--- config.mk ---
export PLATFORM = sky130hd
export DESIGN_NAME = fsqr
export DESIGN_NICKNAME = d
export VERILOG_FILES = /design/src/rtl/fsqr.sv
export SDC_FILE = /design/constraint.sdc
export NUM_CORES = 1
export LEC_CHECK = 0
export CAP_MARGIN = 20
export CORE_ASPECT_RATIO = 0.5
export CORE_MARGIN = 3
export CORE_UTILIZATION = 65
export DETAILED_ROUTE_END_ITERATION = 10
export PLACE_DENSITY_LB_ADDON = 0.3
export REMOVE_ABC_BUFFERS = 1
export SLEW_MARGIN = 15
export SYNTH_ARGS = -nofsm -noshare
export SYNTH_HDL_FRONTEND = slang
export SYNTH_SLANG_ARGS = --single-unit
export TNS_END_PERCENT = 5
--- constraint.sdc ---
create_clock -name clk -period 5.85 [get_ports clk]
set_input_delay 1.17 -clock clk [delete_from_list [all_inputs] [get_ports clk]]
set_output_delay 1.17 -clock clk [all_outputs]
set_load 0.005 [all_outputs]
--- src/rtl/fsqr.sv ---
// fsqr -- multi-cycle single-precision floating-point square unit (y = x*x).
//
// Accepts one IEEE-754 binary32 operand on a valid/ready handshake. It squares
// the 24-bit significand with an iterative shift-add multiplier, normalises and
// rounds the product to nearest-even, and returns the binary32 result on a
// second valid/ready handshake. Denormal results are flushed to zero and
// overflow saturates to +inf. The result sign is always 0.
//
// Ports:
//   clk        in   1   clock, rising edge
//   rstn       in   1   asynchronous active-low reset
//   in_valid   in   1   operand x is valid
//   in_ready   out  1   unit can accept an operand (high only when idle)
//   x          in   32  operand {s, e[7:0], m[22:0]}
//   out_valid  out  1   y holds a completed result
//   out_ready  in   1   consumer accepts y
//   y          out  32  registered result
//
// Build option:
//   FSQR_RADIX4_EN  defined   -> radix-4 multiplier, 12 iterations (out_valid at cycle 14)
//                   undefined -> radix-2 multiplier, 24 iterations (out_valid at cycle 26)
//   Results are bit-identical in both builds.

module fsqr (
    input  logic        clk,
    input  logic        rstn,
    input  logic        in_valid,
    output logic        in_ready,
    input  logic [31:0] x,
    output logic        out_valid,
    input  logic        out_ready,
    output logic [31:0] y
);

    typedef enum logic [1:0] {IDLE, MUL, NORM, DONE} state_t;

`ifdef FSQR_RADIX4_EN
    localparam logic [4:0] LAST_ITER = 5'd11;
    localparam int         STEP      = 2;
`else
    localparam logic [4:0] LAST_ITER = 5'd23;
    localparam int         STEP      = 1;
`endif

    state_t      state_q, state_d;
    logic [7:0]  exp_q, exp_d;
    logic [47:0] mcand_q, mcand_d;
    logic [23:0] mplier_q, mplier_d;
    logic [47:0] acc_q, acc_d;
    logic [4:0]  cnt_q, cnt_d;
    logic [31:0] y_q, y_d;
    logic        out_valid_q, out_valid_d;
    logic        in_ready_q, in_ready_d;

    // Partial product for the current iteration.
    logic [47:0] addend;
    always_comb begin
`ifdef FSQR_RADIX4_EN
        case (mplier_q[1:0])
            2'd0:    addend = '0;
            2'd1:    addend = mcand_q;
            2'd2:    addend = mcand_q << 1;
            default: addend = mcand_q + (mcand_q << 1);
        endcase
`else
        addend = mplier_q[0] ? mcand_q : '0;
`endif
    end

    // Normalise / round the finished product. P lies in [2^46, 2^48), so the
    // leading one is either bit 47 (carry into the exponent) or bit 46.
    logic        hi;
    logic [22:0] frac_raw;
    logic        guard, sticky, round_up;
    logic [23:0] frac_sum;
    logic [9:0]  exp_sum;
    logic [31:0] norm_y;
    always_comb begin
        hi       = acc_q[47];
        frac_raw = hi ? acc_q[46:24] : acc_q[45:23];
        guard    = hi ? acc_q[23]    : acc_q[22];
        sticky   = hi ? (|acc_q[22:0]) : (|acc_q[21:0]);
        round_up = guard & (sticky | frac_raw[0]);
        // frac_sum[23] is the rounding carry; the low 23 bits are then zero.
        frac_sum = {1'b0, frac_raw} + {23'd0, round_up};
        exp_sum  = {1'b0, exp_q, 1'b0} - 10'd127 + {9'd0, hi} + {9'd0, frac_sum[23]};
        if ($signed(exp_sum) >= $signed(10'sd255)) begin
            norm_y = 32'h7F80_0000;
        end else if ($signed(exp_sum) <= $signed(10'sd0)) begin
            norm_y = 32'h0000_0000;
        end else begin
            norm_y = {1'b0, exp_sum[7:0], frac_sum[22:0]};
        end
    end

    always_comb begin
        state_d     = state_q;
        exp_d       = exp_q;
        mcand_d     = mcand_q;
        mplier_d    = mplier_q;
        acc_d       = acc_q;
        cnt_d       = cnt_q;
        y_d         = y_q;
        out_valid_d = out_valid_q;
        case (state_q)
            IDLE: begin
                if (in_valid && in_ready_q) begin
                    exp_d = x[30:23];
                    if (x[30:23] == 8'd0) begin
                        y_d         = 32'h0000_0000;
                        out_valid_d = 1'b1;
                        state_d     = DONE;
                    end else if (x[30:23] == 8'hFF) begin
                        y_d         = (x[22:0] == 23'd0) ? 32'h7F80_0000 : 32'h7FC0_0000;
                        out_valid_d = 1'b1;
                        state_d     = DONE;
                    end else begin
                        mcand_d  = {24'd0, 1'b1, x[22:0]};
                        mplier_d = {1'b1, x[22:0]};
                        acc_d    = '0;
                        cnt_d    = 5'd0;
                        state_d  = MUL;
                    end
                end
            end
            MUL: begin
                acc_d    = acc_q + addend;
                mcand_d  = mcand_q << STEP;
                mplier_d = mplier_q >> STEP;
                if (cnt_q == LAST_ITER) begin
                    cnt_d   = 5'd0;
                    state_d = NORM;
                end else begin
                    cnt_d = cnt_q + 5'd1;
                end
            end
            NORM: begin
                y_d         = norm_y;
                out_valid_d = 1'b1;
                state_d     = DONE;
            end
            DONE: begin
                if (out_ready) begin
                    out_valid_d = 1'b0;
                    state_d     = IDLE;
                end
            end
            default: state_d = IDLE;
        endcase
        // Registered so that it is high exactly while the state is IDLE.
        in_ready_d = (state_d == IDLE);
    end

    always_ff @(posedge clk or negedge rstn) begin
        if (!rstn) begin
            state_q     <= IDLE;
            exp_q       <= '0;
            mcand_q     <= '0;
            mplier_q    <= '0;
            acc_q       <= '0;
            cnt_q       <= '0;
            y_q         <= '0;
            out_valid_q <= 1'b0;
            in_ready_q  <= 1'b1;
        end else begin
            state_q     <= state_d;
            exp_q       <= exp_d;
            mcand_q     <= mcand_d;
            mplier_q    <= mplier_d;
            acc_q       <= acc_d;
            cnt_q       <= cnt_d;
            y_q         <= y_d;
            out_valid_q <= out_valid_d;
            in_ready_q  <= in_ready_d;
        end
    end

    assign in_ready  = in_ready_q;
    assign out_valid = out_valid_q;
    assign y         = y_q;

endmodule

# Word level (Yosys, flattened, before mapping)
# Index checks and enable logic that the tools add are counted.
[word_totals]
n_memories = 0
ff_bits = 169
romBits = 0
ram_bits = 0
wordCells = 82
input_bits = 36
latchBits = 0
[classes]
n_eq_ne = 10
add_sub_neg = 6
muxes = 39
n_mul = 0
n_bitwise = 2
reduce_logical = 14
shifts = 0
div = 0
n_lt_le_gt_ge = 2
[ops]
columns = ["op", "n"]
rows = [
  ["2-to-1 mux 48 bit", 7],
  ["case mux 48 bit (2 select lines)", 2],
  ["2-to-1 mux 32 bit", 3],
  ["2-to-1 mux 24 bit", 3],
  ["case mux 32 bit (2 select lines)", 1],
  ["2-to-1 mux 31 bit", 2],
  ["adder 48 bit", 1],
  ["case mux 24 bit (2 select lines)", 1],
  ["2-to-1 mux 23 bit", 2],
  ["adder 23 x 1 -> 24 bit", 1],
  ["zero test 23 bit", 1],
  ["OR reduction 23 bit", 1],
  ["OR reduction 22 bit", 1],
  ["adder 10 x 1 -> 10 bit", 2],
  ["2-to-1 mux 5 bit", 4],
  [">= comparator 10 x 9 -> 1 bit (second input constant)", 1],
  ["less-or-equal comparator 10 x 1 -> 1 bit (second input constant)", 1],
  ["2-to-1 mux 2 bit", 5],
  ["case mux 5 bit (2 select lines)", 1],
  ["subtractor 9 x 7 -> 10 bit (second input constant)", 1],
  ["== test 8 bit (second input constant)", 1],
  ["zero test 8 bit", 1],
  ["!= test 2 bit (second input constant)", 4],
  ["case mux 2 bit (4 select lines)", 1],
  ["16 further kinds", 25],
]

# Depth between registers and ports, before layout
[logic_depth]
word_depth = 10
ltp_mapped = 19

# Worst setup path after synthesis
# OpenSTA, ideal clock, no wires.
[synth_timing]
kind = "flip-flop to flip-flop"
startpoint = "register acc_q[47]"
endpoint = "register y_q[10] (netlist: y[10])"
setup_slack_ns = 2.042
synth_period_minus_slack_ns = 3.808
arrival_ns = 3.743
path_stages_with_launch = 20
setup_ns = 0.065
path_buffers = 2
path_cell_list = "dfrtp_1 -> buf_2 -> nand2b_1 -> a21oi_2 -> o211ai_1 -> nor2_2 -> nand2_1 -> nor4_2 -> nand3_1 -> ha_1 -> inv_1 -> ha_1 -> and3_1 -> a21oi_1 -> xnor2_1 -> and2_1 -> a41oi_1 -> nor2b_1 -> buf_2 -> a22o_1"
[synth_via]
elab_chain_len = 9
[synth_lines]
columns = ["element", "line_no", "source"]
rows = [
  ["start, declared", "49", "logic [47:0] acc_q, acc_d;"],
  ["start signal, assigned", "160", "acc_q <= '0;"],
  ["start signal, assigned", "170", "acc_q <= acc_d;"],
  ["2-to-1 mux 1 bit or 2-to-1 mux 23 bit (tied branches)", "82, 80", ""],
  ["bitwise OR 1 bit", "83", "round_up = guard & (sticky | frac_raw[0]);"],
  ["AND 1 bit", "83", ""],
  ["adder 23 x 1 -> 24 bit", "85", "frac_sum = {1'b0, frac_raw} + {23'd0, round_up};"],
  ["adder 10 x 1 -> 10 bit", "86", "exp_sum = {1'b0, exp_q, 1'b0} - 10'd127 + {9'd0, hi} + {9'd0, frac_sum[23]};"],
  ["less-or-equal comparator 10 x 1 -> 1 bit", "89", "end else if ($signed(exp_sum) <= $signed(10'sd0)) begin"],
  ["2-to-1 mux 31 bit", "89", ""],
  ["2-to-1 mux 31 bit (*)", "87", "if ($signed(exp_sum) >= $signed(10'sd255)) begin"],
  ["case mux 32 bit (2 select lines) (*)", "105", "case (state_q)"],
  ["end signal, assigned", "172", "y_q <= y_d;"],
  ["end, declared", "51", "logic [31:0] y_q, y_d;"],
]
# Mark *: on every way between the ends. The rest lies on a longest branch, timed or not.
# A chain may end at the register's enable or synchronous reset.

# Worst setup path after layout
[layout_timing]
startpoint = "register acc_q[47]"
endpoint = "register y_q[22] (netlist: y[22])"
# The elaborated chain is that of the path after synthesis.

==> qor.csv <==
stage,metric,value,unit
cts,worst_skew_pair.late_latency,430,ps
cells_and_area,areaGrowthSynthToFinish,13.1,%
cells_and_area,layout_common_cells,"sky130_fd_sc_hd__nand2_1, sky130_fd_sc_hd__dfrtp_1, sky130_fd_sc_hd__o21ai_0, sky130_fd_sc_hd__a21oi_1, sky130_fd_sc_hd__clkdlybuf4s50_1",
logic_synthesis,synthDistinctLibCells,71,
timing,report.final.hold_viol_count,0,
detailed_routing,finalWirelength,26600,µm
floorplan,core-area,15800,µm²
logic_synthesis,synth_sequential_area_ratio,39.3,%
global_route,grt_antenna_before_repair,0,
floorplan,die_w,188,µm
global_route,maximum_number_of_pins_on_one_net_before_global_route_repair,96,
setup_path,path_buf_inv,3,
detailed_routing,count_of_vias_placed_by_the_detailed_router,9425,
cells_and_area,combined_area_of_the_multi_input_logic_cells,6190,µm²
cts,cts_tree,done,
flow_run,max_cap_violations,0,
setup_path,worstPathArrival,5320,ps
cells_and_area,num-fill-cells,1145,
setup_path,r2r_slack,840,ps
timing,slew-limit-headroom,43.9,%
floorplan,die_area,18100,µm²
setup_path,reg2reg_to,y[22],
cts,cts-hold-fix-buffers,0,
setup_path,startpoint_type,register,
floorplan,die_h,96.8,µm
logic_synthesis,mean_post_synth_cell_area,8.59,µm²
cts,cts.htree.levels,4,
setup_path,critPathTopFamily,simple AND/OR/NAND/NOR gates,
detailed_routing,drt-pass1-iter-count,7,
timing,maxClockFrequency,200,MHz
pwr,cellLeakagePower,5.22,nW
pwr,finalPower,0.00611,W
timing,timing.final.crit_period,5010,ps
timing,slew_limit_fails,0,
setup_path,worst_setup_path_endpoint,y[22],
pwr,p_comb_share,46.8,%
cts,post_cts_resize_count,0,
placement,gp_congestion,0.956,
global_route,groute.usage.overall,29.8,%
setup_path,timing.critical_path.from,acc_q[47],
logic_synthesis,postSynth.asyncResetShare,100,%
pwr,power.switching_fraction,43.8,%
floorplan,row_count,32,
cts,post-cts-setup-buffer-count,0,
logic_synthesis,synthesis.area,10700,µm²
cells_and_area,insertedDiodeCount,0,
pwr,power_per_cell_area,505,nW/µm²
floorplan,top_level_ports,70,
placement,portBuffers,67,
timing,setup-tns-final,0,ps
detailed_routing,detail_route.drc_violations,0,
cells_and_area,design.final.nets,1365,
pwr,cellInternalPower,0.00343,W
pwr,clock_network_fraction_of_design_power,19.0,%
pwr,switching_power_of_the_nets,0.00268,W
setup_path,end_kind,register,
setup_path,reg2reg_depth,18,
setup_path,crit_required,6170,ps
global_route,first_pass_grt_wire_length,45200,µm
cts,cts_num_sinks,168,
setup_path,cp_max_fo,36,
timing,setup_violations,0,
placement,dp_hpwl,18500,µm
timing,period_share,85.6,%
cells_and_area,layout-drive-gt1-share,6.74,%
logic_synthesis,ys_seq_elements,168,
logic_synthesis,synth.yosys.warnings,0,
global_route,number_of_global_route_vias_before_repair,9098,
timing,grt_setup_unrepaired,no,
cells_and_area,seq_area,4210,µm²
pwr,ir_drop,0.000497,V
detailed_routing,detail-route-antenna-nets,0,
setup_path,crit_type,register to register,
timing,hold-worst-slack,480,ps
setup_path,crit_cells,18,
timing,tightest_slew,841,ps
pwr,share_of_power_burned_in_registers,34.2,%
floorplan,initial_utilization,67.9,%
outcome,status,"complete, no violations",
setup_path,critical-path-max-stage-delay,620,ps
logic_synthesis,yosys_most_used_dff,sky130_fd_sc_hd__dfrtp_1,
detailed_routing,detail_route.iter0.violations,758,
logic_synthesis,synthesis.instances,1247,
timing,fin_worst_skew,11.2,ps
cells_and_area,final_core_util,76.8,%
cts,ctsRootBufferMaster,sky130_fd_sc_hd__clkbuf_16,
cts,clock_path_buffers,2,
cts,cts_made_buffers,17,
detailed_routing,via_per_inst,6.24,
setup_path,critical_path.slowest_cell,sky130_fd_sc_hd__dfrtp_1,
cells_and_area,layout.cells.most_common,sky130_fd_sc_hd__nand2_1,
cts,cts_clk_pin_slew_worst_paths,70,ps
setup_path,cells_traversed_along_the_worst_timing_path,buf_4 > mux2_2 > nand4_1 > nor3_1 > nand2_1 > nor4_2 > nand3_1 > ha_1 > inv_1 > ha_1 > and3_1 > xnor2_1 > nand2_1 > nor4_1 > a41oi_1 > nor2b_2 > buf_4 > a221o_1,
global_route,overflow,0,
setup_path,critical_path.reg2reg.startpoint,acc_q[47],
worst_hold_path,timing.hold.worst.class,register to register,
logic_synthesis,synth_edf_count,0,
detailed_routing,post_drt_wl_per_cell,17.6,µm
through the flow:
step | area, µm² | setup WS, ps | cells
global placement | 11500 | 1210 | 1479
floorplan | 10400 | 138 | 1177
detailed placement | 11500 | 1010 | 1479
global route | 12100 | 528 | 1511
CTS | 12100 | 881 | 1511
finish | 12100 | 843 | 1511
state kept, by name (all words and copies together), names as in the netlist:
| name | flops |
|---|---|
| out_valid | 1 |
| y | 31 |
| cnt_q | 5 |
| acc_q | 48 |
| mcand_q | 48 |
| in_ready | 1 |
| exp_q | 8 |
| mplier_q | 24 |
| state_q | 2 |
routing by layer:
metal	global-route usage, %	share of wire, %	vias to the layer above
li1	-	-	4543
met1	41.4	45	4504
met2	49.7	47	338
met3	4.63	6.3	40
met4	7.32	1.5	0
met5	0	0	-
final cells by class:
type	count	share of cell area, %
multi-input combinational	995	51.2
sequential	168	34.7
timing repair buffer	81	6.42
clock buffer	23	4.03
tap	221	2.28
clock inverter	9	0.940
inverter	14	0.434
cell usage after synthesis (all sizes together) (3+ instances only):
cell	number	area share, %
a211oi	7	0.58
a21boi	5	0.35
a21o	21	1.5
a21oi	115	5.5
a221o	3	0.30
a221oi	3	0.25
a22o	25	2.0
a22oi	4	0.28
a31oi	8	0.47
a32o	4	0.37
and2	52	3.0
and3	33	1.9
and4	3	0.25
buf	11	0.50
clkbuf	59	2.1
dfrtp	167	39
ha	51	6.0
inv	14	0.49
mux2	12	1.3
mux2i	9	0.84
nand2	207	7.3
nand2b	5	0.29
nand3	31	1.4
nand4	19	1.1
nor2	49	1.8
nor2b	8	0.47
nor3	12	0.56
nor4	14	0.88
o211ai	11	0.77
o21a	10	0.70
o21ai	149	7.0
o21bai	10	0.70
o311ai	3	0.39
o31a	3	0.25
or3	5	0.29
xnor2	43	3.5
xor2	36	2.9
how the worst min path moves through the flow:
stage                  from           end  slack, ps  cells past startpoint
6_report       mplier_q[13]  mplier_q[12]        480                      2
5_1_grt         mplier_q[7]   mplier_q[6]        510                      2
4_1_cts         mplier_q[7]   mplier_q[6]        480                      2
3_5_place_dp   mplier_q[21]  mplier_q[20]        470                      2
3_3_place_gp    mplier_q[7]   mplier_q[6]        460                      2
2_1_floorplan      cnt_q[4]      cnt_q[4]        440                      1
power by group through the flow:
stage	clock [W]	sequential, W	combinational (W)
final	0.00116	0.00209	0.00286
after detailed placement	0	0.00209	0.00281
after global placement	0	0.00206	0.00270
after CTS	0.00117	0.00208	0.00283
after global routing	0.00122	0.00215	0.00319
after floorplan	0	0.00197	0.00202
kinds of logic (layout without fill, tap and decap cells):
group / count (synthesis) / in the layout / synth area share [%]
and+or+nand+nor: 442 / 442 / 19.6
AOI/OAI and AO/OA: 400 / 400 / 23.4
DFF: 168 / 168 / 39.3
buffers and inverters: 84 / 127 / 3.06
xor gates and xnor gates: 79 / 79 / 6.46
adders and majority gates: 52 / 52 / 6.15
muxes: 21 / 21 / 2.10
other: 1 / 1 / 0.0350
worst register-to-register path, cell delays in order, from the launching register on:
cell,delay [ps]
sky130_fd_sc_hd__dfrtp_1,620
sky130_fd_sc_hd__buf_4,470
sky130_fd_sc_hd__mux2_2,250
sky130_fd_sc_hd__nand4_1,160
sky130_fd_sc_hd__nor3_1,330
sky130_fd_sc_hd__nand2_1,200
sky130_fd_sc_hd__nor4_2,510
sky130_fd_sc_hd__nand3_1,160
sky130_fd_sc_hd__ha_1,220
sky130_fd_sc_hd__inv_1,70
sky130_fd_sc_hd__ha_1,170
sky130_fd_sc_hd__and3_1,210
sky130_fd_sc_hd__xnor2_1,190
sky130_fd_sc_hd__nand2_1,80
sky130_fd_sc_hd__nor4_1,210
sky130_fd_sc_hd__a41oi_1,280
sky130_fd_sc_hd__nor2b_2,230
sky130_fd_sc_hd__buf_4,230
sky130_fd_sc_hd__a221o_1,310
No activity file was read; power rests on OpenSTA's default activity.
